[src/rtl/admin_pkg.sv]
// Shared definitions for the administrator password entry path:
// digit-buffer geometry, FSM state type and nibble-position helper.
package admin_pkg;

  localparam int unsigned PW_DIGITS = 5;
  localparam int unsigned DIGIT_MAX = 9;
  localparam int unsigned PW_BITS   = 4 * PW_DIGITS;

  typedef enum logic [1:0] {
    IDLE   = 2'd0,
    ENTRY  = 2'd1,
    LOCKED = 2'd2
  } pw_state_t;

  // LSB position of digit slot idx; slot 0 sits in the top nibble.
  function automatic logic [4:0] nibble_lsb(input logic [2:0] idx);
    return 5'(PW_BITS - 4 - 4 * int'(idx));
  endfunction

endpackage

[src/rtl/lockout_timer.sv]
// Lockout countdown: loaded on start, done is high during the last
// counted cycle so the owner leaves lockout after exactly LOCK_CYCLES.
module lockout_timer #(
  parameter int unsigned LOCK_CYCLES = 500_000_000
) (
  input  logic clk,
  input  logic rst,
  input  logic start,
  output logic done
);

  localparam int unsigned CW = (LOCK_CYCLES > 1) ? $clog2(LOCK_CYCLES) : 1;
  localparam logic [CW-1:0] LOAD = CW'(LOCK_CYCLES - 1);

  logic [CW-1:0] count;
  logic          running;

  always_ff @(posedge clk) begin
    if (rst) begin
      count   <= '0;
      running <= 1'b0;
      done    <= 1'b0;
    end else if (start) begin
      count   <= LOAD;
      running <= 1'b1;
      done    <= (LOCK_CYCLES == 1);
    end else if (running) begin
      if (count != '0) begin
        count <= count - CW'(1);
        done  <= (count == CW'(1));
      end else begin
        running <= 1'b0;
        done    <= 1'b0;
      end
    end else begin
      done <= 1'b0;
    end
  end

endmodule

[src/rtl/admin_password_entry.sv]
// Collects up to five key digits, checks them against the stored password
// on confirm, counts consecutive failures and enforces a timed lockout.
module admin_password_entry
  import admin_pkg::*;
#(
  parameter logic [19:0] PASSWORD    = 20'h12345,
  parameter int unsigned MAX_ERR     = 3,
  parameter int unsigned LOCK_CYCLES = 500_000_000
) (
  input  logic        clk,
  input  logic        rst,
  input  logic        enable,
  input  logic        key_valid,
  input  logic [3:0]  key_code,
  input  logic        key_back,
  input  logic        key_confirm,
  output logic [19:0] ps_write,
  output logic [2:0]  cnt_ps,
  output logic [2:0]  ps_error_time,
  output logic        auth_ok,
  output logic        locked
);

  pw_state_t   state, state_nxt;
  logic [19:0] ps_write_nxt;
  logic [2:0]  cnt_nxt;
  logic [2:0]  err_nxt;
  logic [2:0]  err_inc;
  logic        auth_nxt;
  logic        locked_nxt;
  logic        lock_start;
  logic        lock_done;
  logic        pw_match;

  lockout_timer #(
    .LOCK_CYCLES(LOCK_CYCLES)
  ) u_lockout_timer (
    .clk  (clk),
    .rst  (rst),
    .start(lock_start),
    .done (lock_done)
  );

  always_ff @(posedge clk) begin
    if (rst) begin
      state         <= IDLE;
      ps_write      <= '0;
      cnt_ps        <= '0;
      ps_error_time <= '0;
      auth_ok       <= 1'b0;
      locked        <= 1'b0;
    end else begin
      state         <= state_nxt;
      ps_write      <= ps_write_nxt;
      cnt_ps        <= cnt_nxt;
      ps_error_time <= err_nxt;
      auth_ok       <= auth_nxt;
      locked        <= locked_nxt;
    end
  end

  always_comb begin
    state_nxt    = state;
    ps_write_nxt = ps_write;
    cnt_nxt      = cnt_ps;
    err_nxt      = ps_error_time;
    auth_nxt     = 1'b0;
    locked_nxt   = locked;
    lock_start   = 1'b0;
    pw_match     = (cnt_ps == 3'(PW_DIGITS)) && (ps_write == PASSWORD);
    err_inc      = (ps_error_time >= 3'(MAX_ERR)) ? 3'(MAX_ERR)
                                                  : ps_error_time + 3'd1;

    case (state)
      IDLE: begin
        ps_write_nxt = '0;
        cnt_nxt      = '0;
        if (enable) state_nxt = ENTRY;
      end

      ENTRY: begin
        if (!enable) begin
          state_nxt    = IDLE;
          ps_write_nxt = '0;
          cnt_nxt      = '0;
        end else if (key_confirm) begin
          ps_write_nxt = '0;
          cnt_nxt      = '0;
          if (pw_match) begin
            auth_nxt = 1'b1;
            err_nxt  = '0;
          end else begin
            err_nxt = err_inc;
            if (err_inc == 3'(MAX_ERR)) begin
              state_nxt  = LOCKED;
              locked_nxt = 1'b1;
              lock_start = 1'b1;
            end
          end
        end else if (key_back) begin
          if (cnt_ps != 3'd0) begin
            cnt_nxt = cnt_ps - 3'd1;
            ps_write_nxt[nibble_lsb(cnt_ps - 3'd1) +: 4] = 4'd0;
          end
        end else if (key_valid && (key_code <= 4'(DIGIT_MAX))
                     && (cnt_ps < 3'(PW_DIGITS))) begin
          ps_write_nxt[nibble_lsb(cnt_ps) +: 4] = key_code;
          cnt_nxt = cnt_ps + 3'd1;
        end
      end

      LOCKED: begin
        // Keys and enable are ignored until the countdown expires.
        if (lock_done) begin
          locked_nxt = 1'b0;
          err_nxt    = '0;
          state_nxt  = enable ? ENTRY : IDLE;
        end
      end

      default: begin
        state_nxt = IDLE;
      end
    endcase
  end

endmodule

[config.mk]
export PLATFORM = sky130hd
export DESIGN_NAME = admin_password_entry
export DESIGN_NICKNAME = d
export VERILOG_FILES = /design/src/rtl/admin_pkg.sv /design/src/rtl/lockout_timer.sv /design/src/rtl/admin_password_entry.sv
export SDC_FILE = /design/constraint.sdc
export NUM_CORES = 1
export LEC_CHECK = 0
export ABC_CLOCK_PERIOD_IN_PS = 4200
export CAP_MARGIN = 20
export CORE_ASPECT_RATIO = 0.6
export CORE_MARGIN = 4
export CORE_UTILIZATION = 63
export DETAILED_ROUTE_END_ITERATION = 8
export DONT_BUFFER_PORTS = 1
export PLACE_DENSITY = 0.79
export SLEW_MARGIN = 15
export SYNTH_ARGS = -nofsm -noshare
export SYNTH_HDL_FRONTEND = slang
export SYNTH_SLANG_ARGS = --single-unit
[constraint.sdc]
create_clock -name clk -period 4.2 [get_ports clk]
set_input_delay 0.84 -clock clk [delete_from_list [all_inputs] [get_ports clk]]
set_output_delay 0.84 -clock clk [all_outputs]
set_load 0.005 [all_outputs]
# Word level (Yosys, flattened, before mapping)
# Index checks and enable logic that the tools add are counted.
[classes]
add_sub_neg = 8
n_mul = 0
div = 0
order_cmp = 3
n_eq_ne = 17
shift = 4
muxes = 46
bitwise_logic = 5
reduce_logical = 19
[ops]
columns = ["operator", "count"]
rows = [
  ["2-to-1 mux 20 bit", 5],
  ["2-to-1 mux 29 bit", 3],
  ["bitwise mux 20 bit", 2],
  ["case mux 20 bit (2 select lines)", 1],
  ["variable shift 4 x 7 -> 20 bit (first input constant)", 2],
  ["2-to-1 mux 3 bit", 10],
  ["== test 29 x 1 -> 1 bit (second input constant)", 1],
  ["nonzero test 29 bit", 1],
  ["subtractor 29 x 1 -> 29 bit (second input constant)", 1],
  ["== test 20 x 17 -> 1 bit (second input constant)", 1],
  ["variable part select 4 x 7 -> 20 bit", 1],
  ["variable part select 4 x 7 -> 20 bit (first input constant)", 1],
  ["2-to-1 mux 1 bit", 15],
  ["negation 5 -> 7 bit", 2],
  ["2-to-1 mux 2 bit", 6],
  ["case mux 3 bit (2 select lines)", 2],
  ["!= test 2 bit (second input constant)", 5],
  ["!= test 5 bit (second input constant)", 2],
  ["subtractor 5 bit (first input constant)", 2],
  ["!= test 3 bit (second input constant)", 3],
  ["nonzero test 2 bit", 4],
  ["OR reduction 4 bit", 2],
  ["adder 3 x 1 -> 3 bit (second input constant)", 2],
  ["case mux 2 bit (3 select lines)", 1],
  ["20 further kinds", 27],
]
[totals]
reg_bits = 61
latchBits = 0
ram_bits = 0
mem_bits_ro = 0
output_inout_bits = 28
word_cells = 112
memories = 0

# Depth between registers and ports, before layout
# Gate-level depths: netlist of the first run.
[logic_depth]
depth_word = 10
depth_mapped = 11
depth_no_buf = 10

# Hierarchy
# A second synthesis of the first run with hierarchy kept.
[unflattened]
cells_unflattened = 366
area_unflattened_um2 = 3308.2
[by_module_without_submodules]
columns = ["mod", "instances", "cells_each", "area_per_inst_um2"]
rows = [
  ["admin_password_entry", 1, 188, 1749.2],
  ["lockout_timer", 1, 178, 1559.0],
]

# Worst setup path after synthesis of the first run
# No wires, ideal clock.
[synth_path]
kind = "flip-flop to flip-flop"
start = "register cnt_ps[0]"
end = "register ps_write[0]"
arrival_ns = 2.901
required_ns = 4.081
path_slack_ns = 1.181
path_stages_with_launch = 11
n_path_buf = 1
cell_sequence = "dfxtp_1 -> clkbuf_1 -> inv_1 -> ha_1 -> ha_1 -> xor2_1 -> ha_1 -> or4b_2 -> o211a_1 -> o21ai_0 -> nand2_1"
[synth_between]
elab_chain_cells = 10
word_cells_on_any_way = 23
classes_between = "add/sub (5); order compare (1); eq/ne (2); shift (4); mux (8); reduce/logical (3)"
[synth_lines]
columns = ["item", "line_no", "source"]
rows = [
  ["start: declaration", "admin_password_entry.sv:18", "output logic [2:0] cnt_ps,"],
  ["start signal: assignment", "admin_password_entry.sv:55", "cnt_ps <= cnt_nxt;"],
  ["subtractor 3 x 1 -> 3 bit", "admin_password_entry.sv:103", "ps_write_nxt[nibble_lsb(cnt_ps - 3'd1) +: 4] = 4'd0;"],
  ["subtractor 5 bit", "admin_pkg.sv:17", "return 5'(PW_BITS - 4 - 4 * int'(idx));"],
  ["negation 5 -> 7 bit", "admin_password_entry.sv:103", ""],
  ["variable part select 4 x 7 -> 20 bit / variable shift 4 x 7 -> 20 bit (equally long branches)", "admin_password_entry.sv:103", ""],
  ["bitwise mux 20 bit", "admin_password_entry.sv:103", ""],
  ["2-to-1 mux 20 bit", "admin_password_entry.sv:101", "if (cnt_ps != 3'd0) begin"],
  ["2-to-1 mux 20 bit", "admin_password_entry.sv:100", "end else if (key_back) begin"],
  ["2-to-1 mux 20 bit", "admin_password_entry.sv:86", "end else if (key_confirm) begin"],
  ["2-to-1 mux 20 bit", "admin_password_entry.sv:82", "if (!enable) begin"],
  ["case mux 20 bit (2 select lines)", "admin_password_entry.sv:74", "case (state)"],
  ["end signal: assignment", "admin_password_entry.sv:54", "ps_write <= ps_write_nxt;"],
  ["end: declaration", "admin_password_entry.sv:17", "output logic [19:0] ps_write,"],
]
# Several ways; a longest one is shown, not always the timed one. The select of a mux whose other input is x is not followed.
# A chain may end at the register's enable or synchronous reset.

# Worst setup path in the final report of the first run
# Ends and elaborated chain as after synthesis.

==> run metrics, run 1 <==
status completed; Die X 103 um; HP Start locked; GRT Total Usage 0.271; clk slew on worst S/H paths about 0.080 ns; GP Congestion 0.885; Synth Net Count 422; cts bufs inserted 9; Avg Vias per Cell ~6.7; total gr overflow 0; WHS 0.475 ns; Final Non-Filler Cells 463; multiplexer area fraction after synthesis 0.0467; DR WL/cell 18.8 um; Comb pwr share 0.057; Compound-Gate Fraction of Synth Area 0.178; Worst setup SP type flop; Cell Rows 20; Final #Nets 417; hold buffer count at cts 0; sequential element share of the synthesized area 0.356; Switching Fraction 0.246; post-cts sizing count 0; measured slew at the worst slew-check pin between 1 and 1.5 ns; Worst Path Arrival approximately 3.7 ns; CTS Buffer Depth 2; vias in the first global route approximately 2700; Seq cells post-synth about 60; RR Startpoint cnt_ps[0]; final core occ 0.710; Post-Synth Simple-Gate Area 0.308; Max FO, Critical Path 14; synth warn 0; Worst Hold Class reg -> reg; CTS tree built; port bufs 0; RR Endpoint ps_write[0]; Power Density 343 mW/mm^2; fmax between 0.2 and 0.3 GHz; Async SR Flop Fraction 0; area delta synth->final 6.79%; fill count 422; detailed-route via count about 3100; Reg2Reg Setup Slack 0.79 ns; Post-Route WL 8.69 mm; post-route ant nets 0; most frequent cells in the layout 61 x dfxtp_1, 37 x nand2_1, 24 x nand2b_1, 24 x nor2_1, 21 x o21ai_0; min Tclk post-route 3.41 ns; Reg area between 0.001 and 0.0015 mm^2; unrepaired setup endpoints after global routing no; postcts setup bufs 0; starting density of the core 0.665; maxcap violations 0; Min-Delay Endpoint locked; Skew-Pair Late Insertion Delay 0.36 ns; n_diodes 0; clock power share 0.475; switching power 0.309 mW; Avg Cell Area, Syn roughly 8.6 um^2; Multi-input gate area 0.00209 mm^2; H-tree depth 3; share of layout cells above drive strength 1 0.0705; cell internal pwr 0.947 mW; largest family of logic cells by synthesized area simple AND/OR/NAND/NOR gates; Post-Synthesis Cells 397; worst r2r path cells 9; Die ar. 0.00672 mm^2; Pleak 1.39 nW; CP Capture Type flop; Num Clock Sinks 61; Final Hold Vio Count 0; mapped cell area 0.00343 mm^2; worst setup path category reg -> reg; Slew HR 0.230; commonest non-fill, non-tap cell in the layout dfxtp_1; largest net degree at the start of global routing 55; iteration count of the initial detailed-routing pass 6; residual DRC count 0; Yosys cell types 57; number of flops mapped to enable cells by yosys 0; core area between 0.005 and 0.006 mm^2; xor and xnor fraction of the mapped netlist area 0.0230; Final Setup Violations 0; drt initial violations 333; CTS Root Buffer Type clkbuf_8; sequential cell fraction of total power 0.467; DP Cell Count 446; Clock Skews 0.00744 ns; Peak VDD IR ~280 uV; Die H ~65 um; I/O pin cnt 38; Worst EP required 4.44 ns; post-synthesis adder-cell area fraction 0.0548; Post-synth top flop dfxtp_1; global-route wire length before repair 14.0 mm; HPWL after DPL 6.20 mm; initial antenna violation count 0; Final TNS setup 0 ns; Max Slew Vio Count 0; WHS Path Cells 2; Tcrit/Tclk final 0.812
## how the worst max path moves through the flow
stage	start	endpoint	slack, ns
floorplan	cnt_ps[0]	ps_write[0]	1.18
global route	cnt_ps[0]	ps_write[0]	0.60
finish	cnt_ps[0]	ps_write[0]	0.79
CTS	cnt_ps[0]	ps_write[0]	0.83
global placement	cnt_ps[0]	ps_write[2]	1.07
detailed placement	cnt_ps[0]	ps_write[0]	0.83
## sequential cells by signal (all words and copies together), names as in the netlist
name,count
auth_ok,1
cnt_ps,3
locked,1
ps_error_time,3
ps_write,20
state,2
u_lockout_timer.count,29
u_lockout_timer.done,1
u_lockout_timer.running,1
## per-layer routing
metal  part of all wire  GRT usage  vias to the layer above
li1                   -          -                     1492
met1               0.48      0.430                     1443
met2               0.40      0.333                      146
met3               0.11     0.0891                       18
met4              0.013     0.0840                        0
met5                  0          0                        -
## kinds of logic (layout without fill, tap and decap cells)
group,after synthesis,count (layout)
xor gates and xnor gates,9,9
and+or+nand+nor,178,178
buffers and inverters,26,26
adders and majority gates,15,15
DFF,61,61
muxes,16,16
AOI/OAI and AO/OA,92,92
## synth_stat cells, types with 5 or more instances
cell type,n,area (um^2)
nor3_1,7,35.0
ha_1,15,188
inv_1,8,30.0
or4_1,8,60.1
nor2b_1,6,37.5
a221oi_1,5,43.8
o31ai_1,8,60.1
nor2_1,24,90.1
nand2_1,37,139
nand2b_1,24,150
a21oi_1,14,70.1
o211ai_1,7,52.6
clkbuf_1,15,56.3
dfxtp_1,61,1220
nor4_1,9,56.3
nand4_1,11,68.8
mux2i_1,16,160
a31oi_1,19,119
or3_1,13,81.3
xor2_1,8,70.1
o21ai_0,21,105
## critical path, cell delays in order (launching register included)
cell and delay (ns):
dfxtp_1 0.62, inv_1 0.20, ha_1 0.25, ha_1 0.41
xor2_1 0.30, ha_1 0.30, or4b_2 0.71, o211a_1 0.20
o21ai_0 0.21, nand2_1 0.09
## layout make-up
type                    instances  area share
multi-input cells             310       0.571
flip-flops and latches         61       0.334
clock buffers                   9      0.0339
clock inverters                 7      0.0267
well taps                      66      0.0226
inverters                       8     0.00821
repair buffers                  2     0.00342
## power by group through the flow
stage	combinational, mW	clock [mW]	sequential, mW
after floorplan	0.0626	0	0.598
after global placement	0.0680	0	0.600
after detailed placement	0.0692	0	0.600
after CTS	0.0700	0.603	0.587
after global routing	0.0786	0.631	0.587
final	0.0718	0.597	0.587
## metrics by stage
step	power (mW)	setup slack [ns]	instance area (um^2)
finish	1.26	0.791	3660
global route	1.30	0.597	3660
CTS	1.26	0.828	3650
detailed placement	0.669	0.829	3430
global placement	0.668	1.07	3430
floorplan	0.661	1.18	3430
No activity file was read; power rests on OpenSTA's default activity.
==> run 2, diff against run 1 <==
ABC_CLOCK_PERIOD_IN_PS = 2900   (was 4200)
CORE_UTILIZATION = 57   (was 63)
PLACE_DENSITY = 0.75   (was 0.79)
clock period = 2.9 ns   (was 4.2 ns; I/O delays follow)
==> run 2 against run 1 <==
Clock power is 28% higher. Final area grew 2.1%. Fmax rose by 24%. Largest cell class unchanged.
==> run metrics, run 2 (synthesized netlist as in run 1, its figures left out) <==
Worst EP required 3.12 ns (-1.32 ns); CTS Buffer Depth 2 (unchanged); Final TNS setup 0 ns (unchanged); starting density of the core 0.601 (-0.0637); residual DRC count 0 (unchanged); largest net degree at the start of global routing 55 (unchanged); Power Density 462 mW/mm^2 (+35%); Slew HR 0.522 (+0.292); area delta synth->final 9.06%; Min-Delay Endpoint cnt_ps[0]; global-route wire length before repair 14.1 mm (+1.2%); initial antenna violation count 0 (unchanged); Num Clock Sinks 61 (unchanged); CTS Root Buffer Type clkbuf_8; Die ar. 0.00736 mm^2 (+9.4%); HP Start rst; Skew-Pair Late Insertion Delay 0.34 ns (-0.02 ns); final core occ 0.655 (-0.0545); I/O pin cnt 38 (unchanged); core area 0.00570 mm^2 (+11%); GRT Total Usage 0.248 (-0.0231); Avg Vias per Cell 6.36 (-4.9%); Die X 108 um (+4.7%); Final #Nets 426 (+2.2%); Max Slew Vio Count 0 (unchanged); Reg2Reg Setup Slack 0.15 ns (-0.64 ns); cts bufs inserted 9 (unchanged); post-route ant nets 0 (unchanged); worst setup path category reg -> reg; Final Setup Violations 0 (unchanged); Tcrit/Tclk final 0.947 (+0.136); Regs by FF count u_lockout_timer.count (29), ps_write (20); RR Startpoint cnt_ps[1]; clk slew on worst S/H paths 0.07 ns (about the same); Worst Path Arrival 2.97 ns (-0.68 ns); CP Capture Type flop; fmax 0.364 GHz (+24%); drt initial violations 374 (+12%); post-cts sizing count 0 (unchanged); maxcap violations 0 (unchanged); postcts setup bufs 0 (unchanged); commonest non-fill, non-tap cell in the layout dfxtp_1; min Tclk post-route 2.75 ns (-0.661 ns); WHS Path Cells 1 (-1); Max FO, Critical Path 4 (-10); n_diodes 0 (unchanged); worst r2r path cells 9 (unchanged); unrepaired setup endpoints after global routing no; Final Hold Vio Count 0 (unchanged); max reg flops 29 (unchanged); DR WL/cell 17.9 um (-4.9%); Worst Hold Class in -> reg; Worst setup SP type flop; most frequent cells in the layout 61 x dfxtp_1, 37 x nand2_1, 24 x nand2b_1; Cell Rows 21 (+5.0%); Clock Skews 0.00894 ns (+0.00150 ns); Peak VDD IR 257 uV (-9.5%); Post-Route WL 8.68 mm (-0.17%); hold buffer count at cts 0 (unchanged); vias in the first global route 2672 (-2.0%); status completed; share of layout cells above drive strength 1 0.0961 (+0.0255); iteration count of the initial detailed-routing pass 4 (-2); HPWL after DPL 6.22 mm (+0.30%); total gr overflow 0 (unchanged); GP Congestion 0.912 (+3.0%); Pleak 1.43 nW (+2.7%); port bufs 0 (unchanged); CTS tree built; measured slew at the worst slew-check pin 0.711 ns (-0.445 ns); RR Endpoint ps_write[0]; H-tree depth 3 (unchanged); Die H 68.1 um (+4.5%); detailed-route via count 3093 (-0.19%); Top reg by flops u_lockout_timer.count
[run 2: power breakdown]
part | switching, mW | internal [mW] | total, mW
registers | 0.00649 | 0.842 | 0.849
logic | 0.0660 | 0.0490 | 0.115
clock network | 0.345 | 0.418 | 0.764
[run 2: worst max-delay path by stage]
stage                     slack (ns)           to       from  cells after the start
after floorplan                0.006  ps_write[0]  cnt_ps[0]                     10
after global placement          0.30  ps_write[3]  cnt_ps[1]                      9
after detailed placement        0.20  ps_write[0]  cnt_ps[1]                      9
after CTS                       0.18  ps_write[0]  cnt_ps[1]                      9
after global routing            0.01  ps_write[0]  cnt_ps[1]                      9
final                           0.15  ps_write[0]  cnt_ps[1]                      9
[run 2: metal layers]
metal,routed length (um),up-vias,GRT usage
met5,0,-,0
met4,99,0,0.0614
met3,694,10,0.0782
met2,3300,128,0.317
met1,4580,1449,0.388
li1,-,1506,-
[run 2: worst max-delay path, stage by stage, from the launching register on]
cell,delay [ns]
dfxtp_1,0.33
inv_1,0.09
ha_1,0.20
ha_1,0.32
xor2_2,0.21
ha_1,0.31
or4b_2,0.71
o211a_1,0.20
o21ai_0,0.16
nand2_1,0.08
[run 2: through the flow]
stage	area, um^2	instances	hold slack, ns	power, mW	setup slack (ns)
6_report	3740	486	0.299	1.73	0.153
5_1_grt	3740	486	0.283	1.78	0.0114
4_1_cts	3730	486	0.292	1.73	0.179
3_5_place_dp	3540	470	0.477	0.978	0.201
3_3_place_gp	3540	470	0.473	0.977	0.295
2_1_floorplan	3450	397	0.450	0.959	0.00565
[run 2: final cells by class]
class                           instances  area (um^2)
Fill cell                             494         1970
Timing Repair Buffer                   11         82.6
Inverter                                8         30.0
Clock inverter                          4         47.5
Multi-Input combinational cell        310         2110
Clock buffer                           12          145
Tap cell                               80          100
Sequential cell                        61         1220
==> run 3, diff against run 2 <==
SYNTH_HIERARCHICAL = 1   (was default)
==> run 3 against run 2 <==
Fmax is 2.3% higher. Clock skew is 0.00096 ns lower. Combinational power is 53% lower. Routed wire length is 5.1% lower. Worst setup slack better by 0.062 ns. Clock power is 2% lower. Area after synthesis is 3.4% lower. Power is 4.7% lower. Final cell count is 6.2% lower.
==> run metrics, run 3 <==
area leader, netlist dfxtp_1; cts bufs inserted 9 (unchanged); HP Start rst; post-route ant nets 0 (unchanged); Slowest-stage cell, CP dfxtp_2; Regs by FF count u_lockout_timer/count (29), ps_write (20); number of flops mapped to enable cells by yosys 0 (unchanged); max reg flops 29 (unchanged); WHS 0.303 ns (+0.00388 ns); multiplexer area fraction after synthesis 0.0242 (-0.0225); measured slew at the worst slew-check pin 0.623 ns (-0.0877 ns); vias in the first global route 2634 (-1.4%); Num Clock Sinks 61 (unchanged); Avg Vias per Cell 6.44 (+1.1%); Worst EP required 3.18 ns (+0.06 ns); maxcap violations 0 (unchanged); CTS tree built; final core occ 0.642 (-0.0136); Synth Net Count 392 (-7.1%); post-cts sizing count 0 (unchanged); RR Startpoint cnt_ps[0]; Final TNS setup 0 ns (unchanged); Min-Delay Endpoint ps_error_time[0]; Top reg by flops u_lockout_timer/count; most frequent cell on the critical path ha_1; HPWL after DPL 5.96 mm (-4.1%); crit-path max cell delay 0.42 ns (-0.29 ns); status completed; Worst Path Arrival 2.96 ns (about the same); top cells by count, synth 61 x dfxtp_1, 30 x nand2_1, 27 x a21oi_1; CTS Buffer Depth 2 (unchanged); Die H 67.0 um (-1.5%); Compound-Gate Fraction of Synth Area 0.213 (+0.0354); unrepaired setup endpoints after global routing no; Peak VDD IR 242 uV (-5.7%); residual DRC count 0 (unchanged); post-synthesis adder-cell area fraction 0.0605 (+0.00573); clk slew on worst S/H paths 0.07 ns (about the same); I/O pin cnt 38 (unchanged); largest cells by area after synthesis dfxtp_1 37%, ha_1 6.1%, a21oi_1 4.1%; Skew-Pair Late Insertion Delay 0.34 ns (about the same); Die X 106 um (-1.6%); Power Density 459 mW/mm^2 (-0.83%); detailed-route via count 2935 (-5.1%); most frequent cell after synthesis dfxtp_1; Tcrit/Tclk final 0.926 (-0.0215); Seq cells post-synth 61 (unchanged); Pleak 1.33 nW (-6.5%); Final Setup Violations 0 (unchanged); CP Capture Type flop; postcts setup bufs 0 (unchanged); drt initial violations 260 (-30%); Cell Chain, Critical Path inv_1 > ha_1 > ha_1 > xor2_1 > ha_1 > and3_1 > a21o_1 > a21oi_1 > a22o_1; DP Area 0.00340 mm^2 (-4.0%); xor and xnor fraction of the mapped netlist area 0.0185 (-0.00448); final instance area 0.00359 mm^2 (-3.9%); H-tree depth 3 (unchanged); Cell Rows 21 (unchanged); Post-synth top flop dfxtp_1; area delta synth->final 8.55%; Max FO, Critical Path 8 (+4); Slew HR 0.584 (+0.0619); Final #Nets 397 (-6.8%); synth warn 6 (+6); share of layout cells above drive strength 1 0.114 (+0.0183); RR Endpoint ps_write[4]; largest family of logic cells by synthesized area simple AND/OR/NAND/NOR gates; sequential cell fraction of total power 0.512 (+0.021); Max Slew Vio Count 0 (unchanged); DP Cell Count 440 (-6.4%); most frequent cells in the layout 60 x dfxtp_1, 30 x nand2_1, 27 x a21oi_1; GP Congestion 0.982 (+7.7%); n_diodes 0 (unchanged); Comb pwr share 0.033 (-0.034); Worst setup SP type flop; clock power share 0.455 (+0.013); Clock Skews 0.00799 ns (-0.000956 ns); Reg2Reg Setup Slack 0.22 ns (+0.06 ns); Final Hold Vio Count 0 (unchanged); largest net degree at the start of global routing 47 (-15%); sequential element share of the synthesized area 0.369 (+0.0127); DR WL/cell 18.1 um (+1.2%); Worst Hold Class in -> reg; global-route wire length before repair 13.5 mm (-4.3%); GRT Total Usage 0.241 (-0.00748); switching power 0.366 mW (-12%); fmax 0.372 GHz (+2.3%); Post-Synthesis Cells 366 (-7.8%); Post-Synth Simple-Gate Area 0.277 (-0.0310); Post-Route WL 8.24 mm (-5.1%); initial antenna violation count 0 (unchanged); core area 0.00560 mm^2 (-1.8%); Avg Cell Area, Syn 9.04 um^2 (+4.7%); iteration count of the initial detailed-routing pass 6 (+2); hold buffer count at cts 0 (unchanged); worst setup path category reg -> reg; cell internal pwr 1.28 mW (-2.2%); Yosys top cell area share 0.369 (+0.0127); Yosys cell types 61 (+7.0%); total gr overflow 0 (unchanged); commonest non-fill, non-tap cell in the layout dfxtp_1; starting density of the core 0.591 (-0.00973); CTS Root Buffer Type clkbuf_8; mapped cell area 0.00331 mm^2 (-3.4%); min Tclk post-route 2.68 ns (-0.0625 ns); port bufs 0 (unchanged); WHS Path Cells 1 (unchanged); Final Non-Filler Cells 456 (-6.2%); worst r2r path cells 9 (unchanged); Die ar. 0.00713 mm^2 (-3.1%); Switching Fraction 0.222 (-0.0195); Async SR Flop Fraction 0 (unchanged)
## run 3: cell count changes after synthesis, sizes merged, moves of 7 or more
cell / change
nand4: -10
mux2i: -8
nand3: +8
a22o: +12
nor2: -11
clkbuf: -7
nand2b: -15
nand2: -7
a21oi: +14
## run 3: power groups by stage
stage | clock, mW | combinational (mW) | sequential [mW]
final | 0.749 | 0.0539 | 0.844
after floorplan | 0 | 0.0500 | 0.862
after detailed placement | 0 | 0.0518 | 0.863
after CTS | 0.765 | 0.0526 | 0.844
after global routing | 0.802 | 0.0582 | 0.844
after global placement | 0 | 0.0504 | 0.863
## run 3: cells by family (layout without fill, tap and decap cells)
group                    after synthesis  count (layout)
AO/OA/AOI/OAI                         99              99
flip-flops                            61              61
XOR/XNOR                               7               7
AND/OR/NAND/NOR                      148             148
buffers and inverters                 27              37
multiplexers                           8               8
adder cells (fa/ha/maj)               16              16
## run 3: layer usage
layer	up-vias	share of wire	global-route usage
li1	1413	-	-
met1	1388	0.50	0.365
met2	120	0.40	0.328
met3	14	0.089	0.0629
met4	0	0.011	0.0646
met5	-	0	0
## run 3: how the worst max path moves through the flow
stage	start	endpoint	slack [ns]	cells after the start
2_1_floorplan	cnt_ps[0]	ps_write[4]	0.29	10
3_3_place_gp	cnt_ps[0]	ps_write[6]	0.25	9
3_5_place_dp	cnt_ps[0]	ps_write[4]	0.13	9
4_1_cts	cnt_ps[0]	ps_write[4]	0.10	9
5_1_grt	cnt_ps[0]	ps_write[4]	0.02	9
6_report	cnt_ps[0]	ps_write[4]	0.22	9
## run 3: area by class of cell
type	instances	area, um^2
clock inverter	4	47.5
timing repair buffer	9	67.6
clock buffer	12	145
fill	493	2010
inverter	12	45.0
tap	80	100
multi-input combinational	278	1960
sequential	61	1220
## run 3: critical path: cells and delay by family, from the launching register on
family	cells	cell delay [ns]
DFF	1	0.42
and+or+nand+nor	1	0.20
AOI/OAI and AO/OA	3	0.67
buffers and inverters	1	0.13
adders and majority gates	3	0.93
xor gates and xnor gates	1	0.28
## run 3: metrics by stage
step | worst slack [ns] | power [mW]
6_report | 0.215 | 1.65
5_1_grt | 0.0203 | 1.70
4_1_cts | 0.103 | 1.66
3_5_place_dp | 0.130 | 0.915
3_3_place_gp | 0.249 | 0.913
2_1_floorplan | 0.285 | 0.912
